File: src/rtl/synth_pkg.sv
// Shared PS/2 decoder definitions: FSM states, scan-code constants and the note key table.
package synth_pkg;

  typedef enum logic [1:0] {
    IDLE    = 2'd0,
    EXT     = 2'd1,
    BRK     = 2'd2,
    EXT_BRK = 2'd3
  } ps2_state_e;

  localparam logic [7:0] SC_E0     = 8'hE0;
  localparam logic [7:0] SC_F0     = 8'hF0;
  localparam logic [7:0] SC_AA     = 8'hAA;
  localparam logic [7:0] SC_FA     = 8'hFA;
  localparam logic [7:0] SC_FE     = 8'hFE;
  localparam logic [7:0] SC_EE     = 8'hEE;
  localparam logic [7:0] SC_00     = 8'h00;
  localparam logic [7:0] SC_FF     = 8'hFF;
  localparam logic [7:0] SC_VOL_UP = 8'h79;
  localparam logic [7:0] SC_VOL_DN = 8'h7B;

  localparam int unsigned NOTE_TBL_LEN = 8;

  // Entry i holds the scan code of note index i.
  localparam logic [NOTE_TBL_LEN-1:0][7:0] NOTE_TBL = {
    8'h42, 8'h3B, 8'h33, 8'h34, 8'h2B, 8'h23, 8'h1B, 8'h1C
  };

  // Keyboard status/ack bytes that never start or complete a key event.
  function automatic logic is_discard(input logic [7:0] b);
    return (b == SC_AA) || (b == SC_FA) || (b == SC_FE) ||
           (b == SC_EE) || (b == SC_00) || (b == SC_FF);
  endfunction

endpackage

File: src/rtl/ps2_key_decoder_if.sv
// Byte-strobe input and key/note event outputs of the PS/2 key decoder.
interface ps2_key_decoder_if #(
  parameter int unsigned NOTE_CNT = 8
);
  localparam int unsigned IDX_W = (NOTE_CNT > 1) ? $clog2(NOTE_CNT) : 1;

  logic [7:0]       ps2_data_i;
  logic             ps2_data_en_i;
  logic             key_vld_o;
  logic [7:0]       key_code_o;
  logic             key_ext_o;
  logic             key_brk_o;
  logic             note_vld_o;
  logic [IDX_W-1:0] note_idx_o;
  logic             note_on_o;
  logic             vol_up_o;
  logic             vol_dn_o;
  logic             err_o;

  modport master (
    output ps2_data_i, ps2_data_en_i,
    input  key_vld_o, key_code_o, key_ext_o, key_brk_o,
    input  note_vld_o, note_idx_o, note_on_o, vol_up_o, vol_dn_o, err_o
  );

  modport slave (
    input  ps2_data_i, ps2_data_en_i,
    output key_vld_o, key_code_o, key_ext_o, key_brk_o,
    output note_vld_o, note_idx_o, note_on_o, vol_up_o, vol_dn_o, err_o
  );
endinterface

File: src/rtl/ps2_note_map.sv
// Combinational scan code -> note index lookup over the first NOTE_CNT table entries.
module ps2_note_map
  import synth_pkg::*;
#(
  parameter int unsigned NOTE_CNT = 8,
  parameter int unsigned IDX_W    = 3
) (
  input  logic [7:0]       code_i,
  output logic             hit_c,
  output logic [IDX_W-1:0] idx_c
);

  always_comb begin
    hit_c = 1'b0;
    idx_c = '0;
    for (int unsigned i = 0; i < NOTE_TBL_LEN; i++) begin
      if (!hit_c && (i < NOTE_CNT) && (code_i == NOTE_TBL[i])) begin
        hit_c = 1'b1;
        idx_c = IDX_W'(i);
      end
    end
  end

endmodule

File: src/rtl/ps2_key_decoder.sv
// PS/2 scan-code decoder: prefix FSM with timeout, key events, held-note tracking and volume pulses.
module ps2_key_decoder
  import synth_pkg::*;
#(
  parameter int unsigned TIMEOUT_CYC = 50000,
  parameter int unsigned NOTE_CNT    = 8
) (
  input logic               clk_i,
  input logic               rst_n_i,
  ps2_key_decoder_if.slave  bus
);

  localparam int unsigned IDX_W = (NOTE_CNT > 1) ? $clog2(NOTE_CNT) : 1;
  localparam int unsigned CNT_W = (TIMEOUT_CYC > 1) ? $clog2(TIMEOUT_CYC) : 1;

  ps2_state_e       state_q, state_d, cur_state;
  logic [CNT_W-1:0] cnt_q, cnt_d;
  logic [7:0]       code_q, code_d;
  logic             ext_q, ext_d, brk_q, brk_d;
  logic             key_vld_q, key_vld_d;
  logic             note_vld_q, note_vld_d;
  logic [IDX_W-1:0] idx_q, idx_d;
  logic             on_q, on_d;
  logic             vol_up_q, vol_up_d, vol_dn_q, vol_dn_d;
  logic             err_q, err_d;

  logic             timeout;
  logic             evt, evt_ext, evt_brk;
  logic             map_hit;
  logic [IDX_W-1:0] map_idx;
  logic [7:0]       data;
  logic             strobe;

  assign data   = bus.ps2_data_i;
  assign strobe = bus.ps2_data_en_i;

  ps2_note_map #(
    .NOTE_CNT (NOTE_CNT),
    .IDX_W    (IDX_W)
  ) u_note_map (
    .code_i (data),
    .hit_c  (map_hit),
    .idx_c  (map_idx)
  );

  always_comb begin
    state_d    = state_q;
    code_d     = code_q;
    ext_d      = ext_q;
    brk_d      = brk_q;
    idx_d      = idx_q;
    on_d       = on_q;
    key_vld_d  = 1'b0;
    note_vld_d = 1'b0;
    vol_up_d   = 1'b0;
    vol_dn_d   = 1'b0;
    err_d      = 1'b0;
    evt        = 1'b0;
    evt_ext    = 1'b0;
    evt_brk    = 1'b0;

    // An expiring prefix is dropped first so a coincident byte decodes from IDLE.
    timeout   = (state_q != IDLE) && (cnt_q == CNT_W'(TIMEOUT_CYC - 1));
    cur_state = timeout ? IDLE : state_q;
    if (timeout) begin
      err_d   = 1'b1;
      state_d = IDLE;
    end

    if (strobe) begin
      unique case (cur_state)
        IDLE: begin
          if (data == SC_E0)        state_d = EXT;
          else if (data == SC_F0)   state_d = BRK;
          else if (!is_discard(data)) evt = 1'b1;
        end
        EXT: begin
          if (data == SC_F0)        state_d = EXT_BRK;
          else if (data == SC_E0)   err_d = 1'b1;
          else begin
            evt     = 1'b1;
            evt_ext = 1'b1;
            state_d = IDLE;
          end
        end
        BRK, EXT_BRK: begin
          state_d = IDLE;
          if ((data == SC_E0) || (data == SC_F0)) err_d = 1'b1;
          else begin
            evt     = 1'b1;
            evt_brk = 1'b1;
            evt_ext = (cur_state == EXT_BRK);
          end
        end
        default: state_d = IDLE;
      endcase
    end

    cnt_d = (strobe || timeout || (state_q == IDLE)) ? '0 : cnt_q + CNT_W'(1);

    if (evt) begin
      key_vld_d = 1'b1;
      code_d    = data;
      ext_d     = evt_ext;
      brk_d     = evt_brk;
      if (!evt_ext && map_hit) begin
        if (!evt_brk) begin
          // A repeat of the held note is typematic and leaves the note state alone.
          if (!on_q || (map_idx != idx_q)) begin
            idx_d      = map_idx;
            on_d       = 1'b1;
            note_vld_d = 1'b1;
          end
        end else if (map_idx == idx_q) begin
          on_d = 1'b0;
        end
      end
      if (!evt_ext && !evt_brk) begin
        vol_up_d = (data == SC_VOL_UP);
        vol_dn_d = (data == SC_VOL_DN);
      end
    end
  end

  always_ff @(posedge clk_i or negedge rst_n_i) begin
    if (!rst_n_i) begin
      state_q    <= IDLE;
      cnt_q      <= '0;
      code_q     <= '0;
      ext_q      <= 1'b0;
      brk_q      <= 1'b0;
      idx_q      <= '0;
      on_q       <= 1'b0;
      key_vld_q  <= 1'b0;
      note_vld_q <= 1'b0;
      vol_up_q   <= 1'b0;
      vol_dn_q   <= 1'b0;
      err_q      <= 1'b0;
    end else begin
      state_q    <= state_d;
      cnt_q      <= cnt_d;
      code_q     <= code_d;
      ext_q      <= ext_d;
      brk_q      <= brk_d;
      idx_q      <= idx_d;
      on_q       <= on_d;
      key_vld_q  <= key_vld_d;
      note_vld_q <= note_vld_d;
      vol_up_q   <= vol_up_d;
      vol_dn_q   <= vol_dn_d;
      err_q      <= err_d;
    end
  end

  assign bus.key_vld_o  = key_vld_q;
  assign bus.key_code_o = code_q;
  assign bus.key_ext_o  = ext_q;
  assign bus.key_brk_o  = brk_q;
  assign bus.note_vld_o = note_vld_q;
  assign bus.note_idx_o = idx_q;
  assign bus.note_on_o  = on_q;
  assign bus.vol_up_o   = vol_up_q;
  assign bus.vol_dn_o   = vol_dn_q;
  assign bus.err_o      = err_q;

endmodule

File: src/flat_wrapper.sv
// flat-port wrapper written by rule: the top's interface ports become plain ports
module ps2_key_decoder_flat import synth_pkg::*;
#(
  parameter int unsigned TIMEOUT_CYC = 50000,
  parameter int unsigned NOTE_CNT    = 8
)
  (clk_i, rst_n_i, bus_ps2_data_i, bus_ps2_data_en_i, bus_key_vld_o, bus_key_code_o, bus_key_ext_o, bus_key_brk_o, bus_note_vld_o, bus_note_idx_o, bus_note_on_o, bus_vol_up_o, bus_vol_dn_o, bus_err_o);
  ps2_key_decoder_if #(.NOTE_CNT(NOTE_CNT)) bus_i ();
  input logic clk_i;
  input logic rst_n_i;
  input wire logic [$bits(bus_i.ps2_data_i)-1:0] bus_ps2_data_i;
  input wire logic [$bits(bus_i.ps2_data_en_i)-1:0] bus_ps2_data_en_i;
  output wire logic [$bits(bus_i.key_vld_o)-1:0] bus_key_vld_o;
  output wire logic [$bits(bus_i.key_code_o)-1:0] bus_key_code_o;
  output wire logic [$bits(bus_i.key_ext_o)-1:0] bus_key_ext_o;
  output wire logic [$bits(bus_i.key_brk_o)-1:0] bus_key_brk_o;
  output wire logic [$bits(bus_i.note_vld_o)-1:0] bus_note_vld_o;
  output wire logic [$bits(bus_i.note_idx_o)-1:0] bus_note_idx_o;
  output wire logic [$bits(bus_i.note_on_o)-1:0] bus_note_on_o;
  output wire logic [$bits(bus_i.vol_up_o)-1:0] bus_vol_up_o;
  output wire logic [$bits(bus_i.vol_dn_o)-1:0] bus_vol_dn_o;
  output wire logic [$bits(bus_i.err_o)-1:0] bus_err_o;
  assign bus_i.ps2_data_i = bus_ps2_data_i;
  assign bus_i.ps2_data_en_i = bus_ps2_data_en_i;
  assign bus_key_vld_o = bus_i.key_vld_o;
  assign bus_key_code_o = bus_i.key_code_o;
  assign bus_key_ext_o = bus_i.key_ext_o;
  assign bus_key_brk_o = bus_i.key_brk_o;
  assign bus_note_vld_o = bus_i.note_vld_o;
  assign bus_note_idx_o = bus_i.note_idx_o;
  assign bus_note_on_o = bus_i.note_on_o;
  assign bus_vol_up_o = bus_i.vol_up_o;
  assign bus_vol_dn_o = bus_i.vol_dn_o;
  assign bus_err_o = bus_i.err_o;
  ps2_key_decoder #(.TIMEOUT_CYC(TIMEOUT_CYC), .NOTE_CNT(NOTE_CNT)) u_core (.clk_i(clk_i), .rst_n_i(rst_n_i), .bus(bus_i));
endmodule
File: config.mk
export PLATFORM = sky130hd
export DESIGN_NAME = ps2_key_decoder_flat
export DESIGN_NICKNAME = d
export VERILOG_FILES = /design/src/rtl/synth_pkg.sv /design/src/rtl/ps2_key_decoder_if.sv /design/src/rtl/ps2_note_map.sv /design/src/rtl/ps2_key_decoder.sv /design/src/flat_wrapper.sv
export SDC_FILE = /design/constraint.sdc
export NUM_CORES = 1
export LEC_CHECK = 0
export BUFFER_PORTS_ARGS = -buffer_cell sky130_fd_sc_hd__buf_2
export CORE_MARGIN = 4
export CORE_UTILIZATION = 55
export DETAILED_ROUTE_END_ITERATION = 8
export PLACE_DENSITY = 0.83
export SYNTH_ARGS = -nofsm -noshare
export SYNTH_HDL_FRONTEND = slang
export SYNTH_HIERARCHICAL = 1
export SYNTH_SLANG_ARGS = --single-unit
File: constraint.sdc
create_clock -name clk_i -period 2.8 [get_ports clk_i]
set_clock_uncertainty 0.1 [all_clocks]
set_input_delay 0 -clock clk_i [delete_from_list [all_inputs] [get_ports clk_i]]
set_output_delay 0 -clock clk_i [all_outputs]
set_load 0.005 [all_outputs]
==> metrics.csv, run 1 <==
metric,value,unit
result of the run,completed,
fraction of the mapped netlist area in adder cells,0.647,%
Final Cell Area,2280,sq um
Die Span Y,67.3,um
layout-stage area growth over the synthesis result,17.7,%
CP max-delay cell,dlygate4sd3_1,
number of enable flip-flop cells after synthesis,0,
vias in the first global route,1453,
CP endpoint kind,flop,
cell at the root of the clock tree,clkbuf_4,
routed wire length,3.89,mm
data arrival time of the critical path,2.61,ns
total die area,4530,sq um
Slew @ Worst Pin,0.783,ns
number of detailed-route iterations in the first pass,4,
top-area cell type share of the netlist area,47.9,%
relative slew slack,47.8,%
antenna violation net count after detailed routing,0,
TritonCTS clock tree,yes,
Post-Syn Area per Cell,10.6,sq um
Placement Rows,21,
Post-Synth Simple-Gate Area,24.8,%
antenna diode count,0,
asr flop ratio synth,100,%
Setup-failing EPs final,0,
largest net degree at the start of global routing,38,
share of synthesized area spent on multiplexers,8.34,%
synth top area cells,"dfrtp_1 48%, mux2_4 5.4%, xor2_1 5.4%",
max-capacitance violation count,0,
global-route wire length before repair,6.54,mm
buffer levels on the longest clock path,2,
global routing met1 resource utilization,26.5,%
total leakage power,1.06,nW
Max IR drop VDD,0.327,mV
aggregate global routing overflow,0,
cell type with the highest aggregate area in the netlist,dfrtp_1,
post-synthesis sequential element count,37,
accumulated negative setup slack,0,ns
placement-stage cell area,2120,sq um
I/O pin total,30,
worst hold path type,in2reg,
GR Util All Layers,19.2,%
initial cell density of the core,57.5,%
die width,67.3,um
vias after detailed routing,1516,
largest fanout on the critical path,10,
share of the cycle needed by the critical path after routing,89.0,%
RSZ-0062 raised after global routing,no,
# H-tree levels,2,
per-cell routed wire length,14.3,um
clock slew at reported path FFs,0.10,ns
launching element type of the critical path,primary input,
flip-flop cell with the highest count after synthesis,dfrtp_1,
mapped cell area,1930,sq um
Final Wtd Congestion,0.852,
"Net Count, Synth",194,
Global Route met2 Usage,29.7,%
Final #Nets,236,
Ys Warns,6,
post-route core utilization,67.7,%
"number of placed instances, taps included",254,
global-route layer with the greatest usage,met2,
grt met3 use,4.83,%
WHS,0.0854,ns
number of input and output port buffers inserted,29,
CP Data Required Time,2.92,ns
Synth Instances,182,
count of final hold-check violations,0,
Sink Count,37,
TritonCTS Buffers,5,
post-layout instance count excluding filler cells,271,
maximum achievable frequency,0.401,GHz
delay of the slowest critical-path stage,0.54,ns
Yosys cell types,48,
DR DRC count,0,
fillers,277,
fraction of layout instances using a drive strength above 1,25.8,%
violation count after the first detailed-route iteration,88,
sequential share of the synthesized area,47.9,%
area inside the core boundary,3360,sq um
power per cell area,437,nW/um^2
Final HPWL DP,2.63,mm
crit path cell chain,dlygate4sd3_1 -> buf_2 -> nor4b_1 -> nand2b_1 -> a21oi_1 -> xor2_1 -> nor3_1 -> nand2_1 -> nand4_1 -> mux2_2,
Compound-Gate Fraction of Synth Area,8.02,%
Final Critical Period,2.49,ns
via/cell ratio,5.59,
share of the synthesized netlist area taken by xor and xnor gates,8.15,%
initial antenna violation count,0,
clock latency at the later pin of the worst-skew pair,0.33,ns
max-slew violation count,0,
Setup Crit Path Kind,in2reg,
largest family of logic cells by synthesized area,simple AND/OR/NAND/NOR gates,
==> layer usage <==
layer | vias to the layer above | wire [um]
li1 | 729 | -
met2 | 44 | 1830
met5 | - | 0
met1 | 738 | 1800
met4 | 0 | 29
met3 | 5 | 227
==> power by group <==
group / switching (W) / leakage (nW) / internal (W)
clock network: 0.000162 / 0.0413 / 0.000146
registers: 0.0000115 / 0.495 / 0.000553
logic: 0.0000611 / 0.528 / 0.0000620
total: 0.000234 / 1.06 / 0.000760
==> path summary, 6_finish.rpt <==
| check | from | end | slack (ns) | cells after the start |
|---|---|---|---|---|
| worst max-delay path | bus_ps2_data_i[0] | u_core/bus.note_idx_o[1] | 0.31 | 10 |
| worst min-delay path | bus_ps2_data_i[4] | u_core/bus.key_code_o[4] | 0.09 | 2 |
| worst max register to register | u_core/cnt_q[0] | u_core/bus.note_idx_o[1] | 0.65 | 6 |
| worst min register to register | u_core/cnt_q[0] | u_core/cnt_q[0] | 0.38 | 1 |
| max in group asynchronous | rst_n_i | u_core/bus.key_code_o[3] | 1.93 | 2 |
| min in group asynchronous | rst_n_i | u_core/cnt_q[7] | 0.18 | 2 |
==> critical path: cells and delay by family <==
kind	cells	cell delay, ns
buffers and inverters	2	0.72
AOI/OAI and AO/OA	1	0.27
xor gates and xnor gates	1	0.11
and+or+nand+nor	5	1.13
muxes	1	0.36
==> final cells by class <==
type	instances	area, sq um	share of cell area [%]
Multi-Input combinational cell	136	966	42.4
Timing Repair Buffer	38	235	10.3
Tap cell	46	57.6	2.53
Sequential cell	37	926	40.7
Clock inverter	1	5.00	0.220
Clock buffer	7	65.1	2.86
Inverter	6	22.5	0.989
==> cell usage in the layout, fill, tap and decap left out, types with 3 or more instances in the layout <==
| master | n |
|---|---|
| xnor2_1 | 6 |
| mux2_4 | 7 |
| clkbuf_4 | 5 |
| nor4_1 | 3 |
| nor2_1 | 21 |
| inv_1 | 6 |
| dfrtp_1 | 37 |
| mux2_2 | 5 |
| xor2_1 | 12 |
| and3_1 | 4 |
| a21oi_1 | 5 |
| o21ai_0 | 4 |
| nand3_1 | 10 |
| nor4b_1 | 3 |
| buf_2 | 29 |
| nor3_1 | 3 |
| nand2_1 | 14 |
| nand4_1 | 3 |
| dlygate4sd3_1 | 9 |
==> synth_stat cells, types with 3 or more instances <==
library cell / n
dfrtp_1: 37
inv_1: 6
xor2_1: 12
nor4_1: 3
nor3_1: 3
nor2_1: 21
mux2_4: 7
nand3_1: 10
nand2_1: 14
nor4b_1: 3
and3_1: 4
nand4_1: 3
o21ai_0: 4
mux2_2: 5
xnor2_1: 6
a21oi_1: 5
==> flip-flops by register name (all words and copies together), names as in the netlist <==
name and cells:
u_core/cnt_q 16, u_core/bus.key_code_o 8, u_core/bus.note_idx_o 3, u_core/state_q 2
u_core/bus.err_o 1, u_core/bus.key_brk_o 1, u_core/bus.key_ext_o 1, u_core/bus.key_vld_o 1
u_core/bus.note_on_o 1, u_core/bus.note_vld_o 1, u_core/bus.vol_dn_o 1, u_core/bus.vol_up_o 1
==> kinds of logic after synthesis <==
group | Yosys count
AOI/OAI and AO/OA | 22
xor gates and xnor gates | 18
adders and majority gates | 1
buffers and inverters | 9
DFF | 37
muxes | 12
and+or+nand+nor | 83
==> timing repair <==
item / 4_1_cts / 5_1_grt
endpoints found under the setup margin: 0 / 0
hold buffers: 9 / 0
buffers inserted: 0 / 0
hold endpoints to repair: 50 / 0
resized for setup: 0 / 0
==> per-stage QoR <==
step	power (W)	setup WS, ns
finish	0.000995	0.307
global route	0.00105	0.115
CTS	0.00101	0.370
detailed placement	0.000687	0.569
global placement	0.000685	0.634
floorplan	0.000629	0.791
Power figures use the tool's default switching activity.
==> run 2, diff against run 1 <==
--- a/config.mk
+++ b/config.mk
@@ -10,6 +10,7 @@
 export CORE_UTILIZATION = 55
 export DETAILED_ROUTE_END_ITERATION = 8
 export PLACE_DENSITY = 0.83
+export RECOVER_POWER = 25
 export SYNTH_ARGS = -nofsm -noshare
 export SYNTH_HDL_FRONTEND = slang
 export SYNTH_HIERARCHICAL = 1
==> metrics.csv, run 2 (synthesis gave the netlist of run 1 again) <==
metric,value,unit,change
max-capacitance violation count,1,,was 0
"Most flops, register",u_core/cnt_q,,unchanged
vias in the first global route,1453,,unchanged
cell at the root of the clock tree,clkbuf_4,,unchanged
accumulated negative setup slack,0,ns,unchanged
TritonCTS Buffers,5,,unchanged
global-route wire length before repair,6.54,mm,unchanged
antenna diode count,0,,unchanged
antenna violation net count after detailed routing,0,,unchanged
TritonCTS clock tree,yes,,unchanged
buffer levels on the longest clock path,2,,unchanged
maximum achievable frequency,0.405,GHz,was 0.401 GHz
# H-tree levels,2,,unchanged
worst hold path type,in2reg,,unchanged
clock slew at reported path FFs,0.10,ns,about the same
share of the cycle needed by the critical path after routing,88.3,%,was 89.0%
violation count after the first detailed-route iteration,87,,was 88
post-layout instance count excluding filler cells,271,,unchanged
clock latency at the later pin of the worst-skew pair,0.33,ns,about the same
CP Data Required Time,2.92,ns,about the same
power per cell area,438,nW/um^2,was 437 nW/um^2
WHS,0.0775,ns,was 0.0854 ns
DR DRC count,0,,unchanged
Sink Count,37,,unchanged
Setup-failing EPs final,0,,unchanged
most frequent standard cell in the layout excluding fill and tap cells,dfrtp_1,,unchanged
"Setup Fix Bufs, Post-CTS",0,,unchanged
Die Span Y,67.3,um,unchanged
aggregate global routing overflow,0,,unchanged
number of detailed-route iterations in the first pass,4,,unchanged
die width,67.3,um,unchanged
violations in the final reports,"max-capacitance violations, max-slew violations",,
initial cell density of the core,57.5,%,unchanged
result of the run,"complete, but fails checks",,was completed
Placement Rows,21,,unchanged
initial antenna violation count,0,,unchanged
routed wire length,3.85,mm,was 3.89 mm
Final HPWL DP,2.63,mm,unchanged
fraction of layout instances using a drive strength above 1,21.3,%,was 25.8%
GR Util All Layers,19.2,%,unchanged
RSZ-0062 raised after global routing,no,,unchanged
max-slew violation count,38,,was 0
"leading cell types in the layout, fill and taps excluded","37 x dfrtp_1, 21 x nor2_1, 19 x buf_2",,"was 37 x dfrtp_1, 29 x buf_2, 21 x nor2_1"
Final #Nets,236,,unchanged
launching element type of the critical path,primary input,,unchanged
number of input and output port buffers inserted,29,,unchanged
"number of placed instances, taps included",254,,unchanged
Max IR drop VDD,0.326,mV,was 0.327 mV
vias after detailed routing,1541,,was 1516
CP endpoint kind,flop,,unchanged
relative slew slack,-24.8,%,was 47.8%
total leakage power,1.03,nW,was 1.06 nW
I/O pin total,30,,unchanged
flip-flop count of the largest register after layout,16,,unchanged
largest fanout on the critical path,10,,unchanged
per-cell routed wire length,14.2,um,was 14.3 um
data arrival time of the critical path,2.59,ns,was 2.61 ns
via/cell ratio,5.69,,was 5.59
"sum of internal, switching and leakage power",0.000992,W,was 0.000995 W
Final Wtd Congestion,0.852,,unchanged
layout-stage area growth over the synthesis result,17.1,%,was 17.7%
Slew @ Worst Pin,1.87,ns,was 0.783 ns
count of final hold-check violations,0,,unchanged
total die area,4530,sq um,unchanged
Setup Crit Path Kind,in2reg,,unchanged
Final Critical Period,2.47,ns,was 2.49 ns
largest net degree at the start of global routing,38,,unchanged
area inside the core boundary,3360,sq um,unchanged
## run 2: layout make-up
class	count	area, sq um
inverter	6	22.5
fill	277	1100
timing repair buffer	38	223
clock buffer	7	65.1
multi-input combinational	136	966
sequential	37	926
tap	46	57.6
clock inverter	1	5.00
## run 2: layer usage
metal  global-route usage [%]  part of all wire [%]
met1                     26.5                    46
met2                     29.7                    47
met3                     4.83                   5.7
met4                     6.08                  0.75
met5                        0                     0
## run 2: repair_timing
action	in CTS	in global routing
hold endpoints to repair	50	0
resized for setup	0	0
hold buffers	9	0
## run 2: report_power, final
| part | internal, W | leakage [nW] | total (W) | switching [W] |
|---|---|---|---|---|
| clock | 0.000146 | 0.0413 | 0.000308 | 0.000162 |
| combinational | 0.0000589 | 0.493 | 0.000119 | 0.0000603 |
| sequential | 0.000553 | 0.495 | 0.000565 | 0.0000116 |
| total | 0.000757 | 1.03 | 0.000992 | 0.000234 |
## run 2: final timing paths
check,slack [ns],end,depth (start not counted),startpoint
worst max-delay path,0.33,u_core/bus.note_idx_o[1],10,bus_ps2_data_i[0]
worst min-delay path,0.08,u_core/bus.key_code_o[4],2,bus_ps2_data_i[4]
worst max register to register,0.67,u_core/bus.key_code_o[3],6,u_core/cnt_q[0]
worst min register to register,0.38,u_core/cnt_q[0],1,u_core/cnt_q[0]
max in group asynchronous,0.92,u_core/bus.key_code_o[4],2,rst_n_i
min in group asynchronous,0.61,u_core/cnt_q[4],2,rst_n_i
## run 2: stage by stage
stage          cell area (sq um)  util (%)  setup slack (ns)
3_3_place_gp                2120      62.9             0.634
6_report                    2260      67.3             0.329
3_5_place_dp                2120      62.9             0.569
5_1_grt                     2260      67.3             0.115
4_1_cts                     2280      67.7             0.370
2_1_floorplan               1930         -             0.791
## run 2: worst max-delay path, stage by stage
cell and delay [ns]:
dlygate4sd3_1 0.54, buf_2 0.18, nor4b_1 0.40, nand2b_1 0.13
a21oi_1 0.27, xor2_1 0.11, nor3_1 0.30, nand2_1 0.09
nand4_1 0.20, mux2_2 0.36
==> run 3, diff against run 2 <==
--- a/config.mk
+++ b/config.mk
@@ -6,6 +6,7 @@
 export NUM_CORES = 1
 export LEC_CHECK = 0
 export BUFFER_PORTS_ARGS = -buffer_cell sky130_fd_sc_hd__buf_2
+export CORE_ASPECT_RATIO = 0.5
 export CORE_MARGIN = 4
 export CORE_UTILIZATION = 55
 export DETAILED_ROUTE_END_ITERATION = 8
==> metrics.csv, run 3 (synthesis gave the netlist of run 1 again) <==
metric,value,unit,change
CP endpoint kind,flop,,unchanged
Buffers & Inverters on Critical Path,2,,unchanged
DR DRC count,0,,unchanged
cell depth of the worst hold path,2,,unchanged
delay of the slowest critical-path stage,0.53,ns,was 0.54 ns
relative slew slack,-29.9,%,was -24.8%
fraction of layout instances using a drive strength above 1,23.2,%,was 21.3%
RSZ-0062 raised after global routing,no,,unchanged
min setup slack post-route,0.425,ns,was 0.329 ns
max-capacitance violation count,1,,unchanged
layout-stage area growth over the synthesis result,19.3,%,was 17.1%
largest net degree at the start of global routing,38,,unchanged
via/cell ratio,5.62,,was 5.69
TritonCTS clock tree,yes,,unchanged
routed wire length,3.91,mm,was 3.85 mm
source of the worst hold timing path,bus_ps2_data_i[2],,was bus_ps2_data_i[4]
part of the total power dissipated in combinational logic,10.5,%,was 12.0%
total leakage power,1.05,nW,was 1.03 nW
per-cell routed wire length,14.4,um,was 14.2 um
Max IR drop VDD,0.275,mV,was 0.326 mV
clock slew at reported path FFs,0.08,ns,was 0.10 ns
Final Critical Period,2.37,ns,was 2.47 ns
most frequent standard cell in the layout excluding fill and tap cells,dfrtp_1,,unchanged
switching portion of total power,23.6,%,about the same
endpoint of the lowest-slack register-to-register path,u_core/bus.key_code_o[5],,was u_core/bus.key_code_o[3]
slack of the worst reg-to-reg path,0.61,ns,was 0.67 ns
data arrival time of the critical path,2.45,ns,was 2.59 ns
WHS,0.0283,ns,was 0.0775 ns
Sink Count,37,,unchanged
die width,91.9,um,was 67.3 um
crit path cell chain,dlygate4sd3_1 -> buf_2 -> nor4b_1 -> nand2b_1 -> a21oi_1 -> xor2_1 -> nor3_1 -> nand2_1 -> nand4_1 -> mux2_2,,unchanged
CP Data Required Time,2.88,ns,was 2.92 ns
power per cell area,500,nW/um^2,was 438 nW/um^2
Clock Power Share,40.6,%,was 31.0%
gate family responsible for the most delay along the worst path,simple AND/OR/NAND/NOR gates,,unchanged
Final HPWL DP,2.71,mm,was 2.63 mm
Final Wtd Congestion,0.803,,was 0.852
violations in the final reports,"max-capacitance violations, max-slew violations",,unchanged
Setup-failing EPs final,0,,unchanged
launching element type of the critical path,primary input,,unchanged
post-place setup slack,0.633,ns,was 0.569 ns
aggregate global routing overflow,0,,unchanged
largest fanout on the critical path,10,,unchanged
Die Span Y,49.9,um,was 67.3 um
share of the cycle needed by the critical path after routing,84.8,%,was 88.3%
vias in the first global route,1460,,was 1453
"leading cell types in the layout, fill and taps excluded","37 x dfrtp_1, 23 x buf_2, 21 x nor2_1",,"was 37 x dfrtp_1, 21 x nor2_1, 19 x buf_2"
antenna diode count,0,,unchanged
Final #Nets,235,,was 236
end point of the worst hold path,u_core/bus.key_code_o[2],,was u_core/bus.key_code_o[4]
maximum achievable frequency,0.421,GHz,was 0.405 GHz
number of input and output port buffers inserted,29,,unchanged
Placement Rows,14,,was 21
TritonCTS Buffers,5,,unchanged
"Most flops, register",u_core/cnt_q,,unchanged
CP max-delay cell,dlygate4sd3_1,,unchanged
flip-flop count of the largest register after layout,16,,unchanged
accumulated negative setup slack,0,ns,unchanged
total net switching power,0.000273,W,was 0.000234 W
buffer levels on the longest clock path,2,,unchanged
global-route wire length before repair,6.38,mm,was 6.54 mm
RR Startpoint,u_core/cnt_q[0],,unchanged
violation count after the first detailed-route iteration,52,,was 87
# H-tree levels,2,,unchanged
placement-stage cell area,2120,sq um,about the same
I/O pin total,30,,unchanged
Slew @ Worst Pin,1.95,ns,was 1.87 ns
"Setup Fix Bufs, Post-CTS",0,,unchanged
initial antenna violation count,0,,unchanged
fillers,233,,was 277
count of final hold-check violations,0,,unchanged
result of the run,"complete, but fails checks",,unchanged
Final Cell Area,2310,sq um,was 2260 sq um
area inside the core boundary,3190,sq um,was 3360 sq um
worst hold path type,in2reg,,unchanged
total internal power,0.000880,W,was 0.000757 W
total die area,4590,sq um,was 4530 sq um
Setup Crit Path Kind,in2reg,,unchanged
max-slew violation count,38,,unchanged
number of resized instances in the post-cts repair step,0,,unchanged
Flop pwr share,48.9,%,was 56.9%
reg2reg path depth,6,,unchanged
antenna violation net count after detailed routing,0,,unchanged
vias after detailed routing,1528,,was 1541
cell at the root of the clock tree,clkbuf_8,,was clkbuf_4
initial cell density of the core,60.7,%,was 57.5%
GR Util All Layers,17.6,%,was 19.2%
clock latency at the later pin of the worst-skew pair,0.29,ns,was 0.33 ns
number of detailed-route iterations in the first pass,4,,unchanged
-- run 3: cell count changes in the layout (fill, tap and decap cells not counted), sizes merged --
cell	before	now
clkbuf	17	11
bufinv	0	1
clkinvlp	0	1
dlygate4sd3	9	8
buf	19	23
-- run 3: metrics by stage --
stage          std cells  total power, W  utilization [%]
2_1_floorplan        182        0.000629                -
3_3_place_gp         256        0.000684             66.5
3_5_place_dp         256        0.000687             66.5
4_1_cts              272         0.00116             72.6
5_1_grt              272         0.00120             72.4
6_report             272         0.00115             72.4
-- run 3: timing repair --
action,4_1_cts,5_1_grt
hold buffers,8,0
endpoints found under the setup margin,0,0
hold endpoints to repair,49,0
-- run 3: power by group through the flow --
stage,Combinational (W),Clock [W],Sequential [W]
floorplan,0.0000538,0,0.000576
global placement,0.000110,0,0.000574
detailed placement,0.000113,0,0.000574
CTS,0.000122,0.000478,0.000564
global route,0.000132,0.000506,0.000567
finish,0.000121,0.000468,0.000564
-- run 3: cell type report --
class | count | area (sq um) | share of cell area [%]
repair buffers | 37 | 218 | 9.44
clock inverters | 3 | 46.3 | 2.01
multi-input cells | 136 | 966 | 41.9
well taps | 48 | 60.1 | 2.60
inverters | 6 | 22.5 | 0.976
flip-flops and latches | 37 | 926 | 40.1
clock buffers | 5 | 68.8 | 2.98
-- run 3: metal layers --
layer / GRT usage [%] / vias to the layer above / wire length [um]
met5: 0 / - / 0
met4: 7.64 / 0 / 34
met3: 4.10 / 5 / 168
met2: 29.7 / 49 / 1950
met1: 21.8 / 746 / 1760
li1: - / 728 / -
-- run 3: worst max-delay path by stage --
stage	depth (start not counted)	from	to	slack, ns
2_1_floorplan	7	u_core/cnt_q[0]	u_core/bus.key_code_o[2]	0.79
3_3_place_gp	6	u_core/cnt_q[0]	u_core/bus.key_ext_o	0.68
3_5_place_dp	6	u_core/cnt_q[0]	u_core/cnt_q[2]	0.63
4_1_cts	10	bus_ps2_data_i[5]	u_core/bus.note_idx_o[0]	0.44
5_1_grt	10	bus_ps2_data_i[5]	u_core/bus.note_idx_o[2]	0.27
6_report	10	bus_ps2_data_i[0]	u_core/bus.note_idx_o[0]	0.43
